<file path="config.mk">
export PLATFORM = sky130hd
export DESIGN_NAME = pipe_hazard_fwd_unit
export DESIGN_NICKNAME = d
export VERILOG_FILES = /design/src/rtl/pipe_hazard_fwd_unit.sv
export SDC_FILE = /design/constraint.sdc
export NUM_CORES = 1
export LEC_CHECK = 0
export ABC_AREA = 0
export CORE_AREA = 10 10 75 77
export DETAILED_ROUTE_END_ITERATION = 16
export DIE_AREA = 0 0 85 87
export PLACE_DENSITY_LB_ADDON = 0.05
export SYNTH_ARGS = -nofsm -noshare
export SYNTH_HDL_FRONTEND = slang
export SYNTH_SLANG_ARGS = --single-unit
</file>
<file path="constraint.sdc">
create_clock -name clk -period 3.6 [get_ports clk]
set_input_delay 1.08 -clock clk [delete_from_list [all_inputs] [get_ports clk]]
set_output_delay 1.08 -clock clk [all_outputs]
set_load 0.005 [all_outputs]
</file>
<file path="src/rtl/pipe_hazard_fwd_unit.sv">
// Hazard detection and operand forwarding for the decode stage, driven by a shift-register
// scoreboard of in-flight register writers (entry 0 = EX, the highest entry = WB).
module pipe_hazard_fwd_unit #(
    parameter int ADDR_W   = 5,
    parameter int DEPTH    = 3,
    parameter int LOAD_LAT = 2,
    parameter int CNT_W    = 16,
    parameter int SEL_W    = $clog2(DEPTH + 1)
) (
    input  logic              clk,
    input  logic              rst,
    input  logic              id_valid,
    input  logic [ADDR_W-1:0] id_src1,
    input  logic [ADDR_W-1:0] id_src2,
    input  logic              id_use1,
    input  logic              id_use2,
    input  logic [ADDR_W-1:0] id_dest,
    input  logic              id_we,
    input  logic              id_is_load,
    input  logic              flush,
    output logic              stall,
    output logic              id_ready,
    output logic [SEL_W-1:0]  fwd_sel1,
    output logic [SEL_W-1:0]  fwd_sel2,
    output logic [CNT_W-1:0]  stall_cnt
);

    logic [DEPTH-1:0]             sb_v_q,    sb_v_d;
    logic [DEPTH-1:0]             sb_ld_q,   sb_ld_d;
    logic [DEPTH-1:0][ADDR_W-1:0] sb_dest_q, sb_dest_d;
    logic [CNT_W-1:0]             stall_cnt_q, stall_cnt_d;

    logic [SEL_W-1:0] sel1, sel2;
    logic             ld_haz1, ld_haz2;
    logic             stall_w, ready_w, issue;

    // Scan oldest to youngest so the lowest matching entry overwrites any older match.
    always_comb begin
        sel1    = '0;
        sel2    = '0;
        ld_haz1 = 1'b0;
        ld_haz2 = 1'b0;
        for (int k = DEPTH - 1; k >= 0; k--) begin
            if (id_use1 && sb_v_q[k] && (sb_dest_q[k] == id_src1) && (id_src1 != '0)) begin
                sel1    = SEL_W'(k + 1);
                ld_haz1 = sb_ld_q[k] && (k < LOAD_LAT);
            end
            if (id_use2 && sb_v_q[k] && (sb_dest_q[k] == id_src2) && (id_src2 != '0)) begin
                sel2    = SEL_W'(k + 1);
                ld_haz2 = sb_ld_q[k] && (k < LOAD_LAT);
            end
        end
    end

    // Handshake: the decode instruction issues (leaves F-D) on a cycle with id_valid and
    // id_ready both high; with id_valid high and id_ready low it is held (stall) or
    // squashed (flush). Flush overrides stall.
    always_comb begin
        stall_w = id_valid && !flush && (ld_haz1 || ld_haz2);
        ready_w = id_valid && !stall_w && !flush;
        issue   = ready_w && id_we && (id_dest != '0);
    end

    // Entries advance every cycle, even while stalled; only new issue is blocked.
    always_comb begin
        sb_v_d       = '0;
        sb_ld_d      = '0;
        sb_dest_d    = '0;
        sb_v_d[0]    = issue;
        sb_ld_d[0]   = issue && id_is_load;
        sb_dest_d[0] = id_dest;
        for (int k = 1; k < DEPTH; k++) begin
            sb_v_d[k]    = sb_v_q[k-1];
            sb_ld_d[k]   = sb_ld_q[k-1];
            sb_dest_d[k] = sb_dest_q[k-1];
        end
    end

    always_comb begin
        stall_cnt_d = stall_cnt_q;
        if (stall_w && (stall_cnt_q != {CNT_W{1'b1}}))
            stall_cnt_d = stall_cnt_q + CNT_W'(1);
    end

    always_ff @(posedge clk or negedge rst) begin
        if (!rst) begin
            sb_v_q      <= '0;
            sb_ld_q     <= '0;
            sb_dest_q   <= '0;
            stall_cnt_q <= '0;
        end else begin
            sb_v_q      <= sb_v_d;
            sb_ld_q     <= sb_ld_d;
            sb_dest_q   <= sb_dest_d;
            stall_cnt_q <= stall_cnt_d;
        end
    end

    assign stall     = stall_w;
    assign id_ready  = ready_w;
    assign fwd_sel1  = sel1;
    assign fwd_sel2  = sel2;
    assign stall_cnt = stall_cnt_q;

endmodule

</file>
Yosys cells after proc, flatten, opt, wreduce, memory -nomap -nowiden
Cells that the tools add are included.
{"block": "classes", "add_sub_neg": 1, "eq_ne": 7, "muxes": 10, "n_reduce_logical": 32}
{"op": "$eq 5x5->1", "count": 6}
{"op": "$logic_and 1x1->1", "count": 26}
{"op": "$add 16x1->16 const B", "count": 1}
{"op": "$ne 16x16->1 const B", "count": 1}
{"op": "$reduce_bool 5->1", "count": 3}
{"op": "$mux 2", "count": 6}
{"op": "$mux 1", "count": 4}
{"op": "$logic_not 1->1", "count": 2}
{"op": "$logic_or 1x1->1", "count": 1}
{"block": "totals", "regBits": 36, "input_bits": 23, "out_inout_bits": 22, "wordCells": 56}

Logic depth before layout (Yosys ltp)
Gate-level depths: netlist of the first run.
{"block": "logic_depth", "ltp_word": 13, "mapped_depth": 9, "ltp_nobuf": 7}

Worst setup path before layout of the first run
Ideal clock, no wire load.
{"block": "synth_path", "kind": "input-to-output", "startpoint": "in id_src2[0]", "endpoint": "out stall", "t_arrival_ps": 2611, "path_slack_ps": -91, "path_stages": 6, "n_path_buf": 0, "cell_sequence": "or4_1 o21a_1 and4_4 a2bb2oi_2 o21ai_0 nor2b_1"}
{"block": "synth_between", "elab_chain_cells": 7}
{"element": "start, declared", "line_no": "14", "text": "input logic [ADDR_W-1:0] id_src2,"}
{"element": "$eq 5x5->1", "line_no": "48", "text": "if (id_use2 && sb_v_q[k] && (sb_dest_q[k] == id_src2) && (id_src2 != '0)) begin"}
{"element": "$logic_and 1x1->1 (2 in a row)", "line_no": "48"}
{"element": "$mux 1", "line_no": "48"}
{"element": "$mux 1 (*)", "line_no": "48"}
{"element": "$logic_or 1x1->1 (*)", "line_no": "59", "text": "stall_w = id_valid && !flush && (ld_haz1 || ld_haz2);"}
{"element": "$logic_and 1x1->1 (*)", "line_no": "59"}
{"element": "end, declared", "line_no": "21", "text": "output logic stall,"}
Every way passes the cells marked *; elsewhere a longest branch is shown, timed or not.

Worst setup path after layout of the first run
Ends and elaborated chain as after synthesis.

==> flow_metrics.tcl, run 1 <==
set metrics [dict create \
    status "complete, but fails checks" \
    violations "setup timing" \
    cts_tree "yes" \
    rrSetupSlack_ns 1.08 \
    grt_max_degree 37 \
    whs_ns 0.433 \
    die_w_um 85 \
    dp.cells 270 \
    slew_headroom 0.696 \
    dieArea_um2 7400 \
    fin_crit_sh 1.05 \
    clk_path_buf_depth 2 \
    finalInstanceArea_um2 2640 \
    dpl_cell_area_um2 2440 \
    gp_congestion 0.903 \
    reg2reg_to "stall_cnt[1]$_DFFE_PN0P_" \
    ys_seq_area_frac 0.511 \
    total_power_mw 0.876 \
    setup-violations-final 3 \
    clock.fmax_ghz 0.264 \
    hold_path_end "sb_v_q[2]$_DFF_PN0_" \
    hold_start "sb_v_q[1]$_DFF_PN0_" \
    reg2reg_from "sb_dest_d[13]$_DFF_PN0_" \
    dr.pass1.iters 4 \
    ant_nets 0 \
    synth_area_leaders "dfrtp_1 51%, xor2_1 12%, xnor2_1 9.4%" \
    via_per_inst 5.09 \
    timing.clock.skew_ns 0.00375 \
    final_common_cell "dfrtp_1" \
    clkLatencyLatePin_ns 0.29 \
    final.setup.tns_ns -0.394 \
    antenna_found_initial 0 \
    synth_area_per_cell_um2 11.5 \
    seqCellArea_um2 901 \
    die_h_um 87 \
    avgRoutedWirePerCell_um 16.4 \
    synth-edff-count 0 \
    cp.arrival_ns 2.71 \
    finalWirelength_um 4670 \
    cp_max_fo 3 \
    synth_flop_cell "dfrtp_1" \
    worstHoldPathType "register to register" \
    finalNetCount 255 \
    critPathLaunchType "input pin" \
    ys_ff_latch 36 \
    final_cell_mix "36 x dfrtp_1, 28 x clkdlybuf4s50_1, 25 x xor2_1" \
    yosys.area.top_type_share 0.511 \
    drv_cap 0 \
    multi_input_area_um2 898 \
    grt_pass1_wl_um 7530 \
    grt.overflow.total 0 \
    dr.first_iter.drc_count 65 \
    endpoint_kind "output pin" \
    io_buffers 44 \
    antenna_cells 0 \
    slew_violations 0 \
    initial_core_util 0.416 \
    grt.total_usage 0.125 \
    power_density_nw_per_um2 332 \
    core_um2 4230 \
    hold_viol 0 \
    reg2regPathDepth 9 \
    fin_ws_ns -0.194 \
    required_ns 2.52 \
    min_path_cells 0 \
    htreeDepth 2 \
    clkTransAtPathRegs_ns 0.07 \
    async_flop_share 1.00 \
    first_global_vias 1556 \
    worst_pin_slew_ns 0.456 \
    area_growth_pct 49.8 \
    syn_area_um2 1760 \
    period_needed_ns 3.79 \
    hpwl_um 3410 \
    fillCellCount 338 \
    cts_buffers 5 \
    num_vias 1445 \
    yosys.area.top_type "dfrtp_1" \
    synthCells 153 \
    vdd_drop_max_mv 0.182 \
    ys_warn_count 0 \
    cts-root-buf "clkbuf_8" \
    drive_gt1_frac 0.289 \
    rsz0062_at_grt "yes" \
    stdcell_count 284 \
    criticalPathCategory "input pin to output pin" \
    ios 45 \
    synth_nets 177 \
    cts_sinks 36 \
    drc_errors 0 \
    synth_cell_types 31 \
    p_leak_nw 1.19 \
    core.rowCount 24 \
]
[final cells by class]
class,count,area share
inverter,3,0.00427
timing repair buffer,73,0.247
multi-input combinational,112,0.340
tap,52,0.0246
sequential,36,0.341
clock buffer,5,0.0261
clock inverter,3,0.0161
[kinds of logic (layout without fill, tap and decap cells)]
family | Yosys count | in the layout | share of synthesized area
AOI/OAI and AO/OA | 14 | 14 | 0.0632
xor gates and xnor gates | 44 | 44 | 0.219
adders and majority gates | 1 | 1 | 0.00710
buffers and inverters | 5 | 84 | 0.0149
DFF | 36 | 36 | 0.511
muxes | 1 | 1 | 0.00639
and+or+nand+nor | 52 | 52 | 0.179
[synthesized netlist by cell type, types with 2 or more instances]
library cell	instances
nand3_1	9
a21oi_1	2
nor2_1	3
o21a_1	2
and2_1	2
xor2_1	25
xnor2_1	19
and3_1	7
nor3_1	2
inv_1	3
o21ai_0	4
nand2_1	4
nor4_1	6
or4_1	3
dfrtp_1	36
nand4_1	7
and4_1	5
[how the worst max path moves through the flow]
stage	startpoint	to	slack [ns]	depth (start not counted)
after detailed placement	id_src2[3]	stall	-0.99	11
after global routing	id_src2[3]	stall	-0.29	11
after floorplan	id_src2[0]	stall	0.008	6
after CTS	id_src2[3]	stall	-0.21	8
after global placement	id_src2[3]	stall	-1.01	11
final	id_src2[0]	stall	-0.19	9
[registers in the layout (all words and copies together), names as in the netlist]
signal	count
stall_cnt	16
sb_dest_d	10
sb_dest_q	5
sb_v_q	3
sb_ld_q	2
[critical path, stage by stage]
cell and delay, ns:
buf_6 0.09, or4_4 0.52, o21a_1 0.21, buf_6 0.12, nand4_1 0.16, a2bb2oi_4 0.19, o21ai_2 0.08, nor2b_1 0.13
buf_2 0.13
[routing by layer]
metal	GRT usage	routed length (µm)	up-vias
li1	-	-	702
met1	0.141	1890	704
met2	0.218	2490	34
met3	0.0449	241	5
met4	0.0314	39	0
met5	0	0	-
[power breakdown]
group / internal [mW] / total [mW] / switching [mW]
clock: 0.205 / 0.350 / 0.146
combinational: 0.0546 / 0.0994 / 0.0449
sequential: 0.415 / 0.426 / 0.0112
[repair_timing]
item	4_1_cts	5_1_grt
hold buffers	0	0
gates resized for setup	76	10
endpoints found under the setup margin	6	6
setup buffers	6	3
hold endpoints to repair	0	0
pin swaps	17	10
[metrics by stage]
stage	setup slack [ns]	utilization
floorplan	0.00763	-
global placement	-1.01	0.576
detailed placement	-0.994	0.576
CTS	-0.214	0.611
global route	-0.288	0.624
finish	-0.194	0.624
(Power assumes the default switching activity.)
==> run 2: changes to the inputs <==
Settings changed: CAP_MARGIN set to 15.
==> results of run 2 <==
Same layout as run 1: the final DEF is identical, and so are final timing and power.
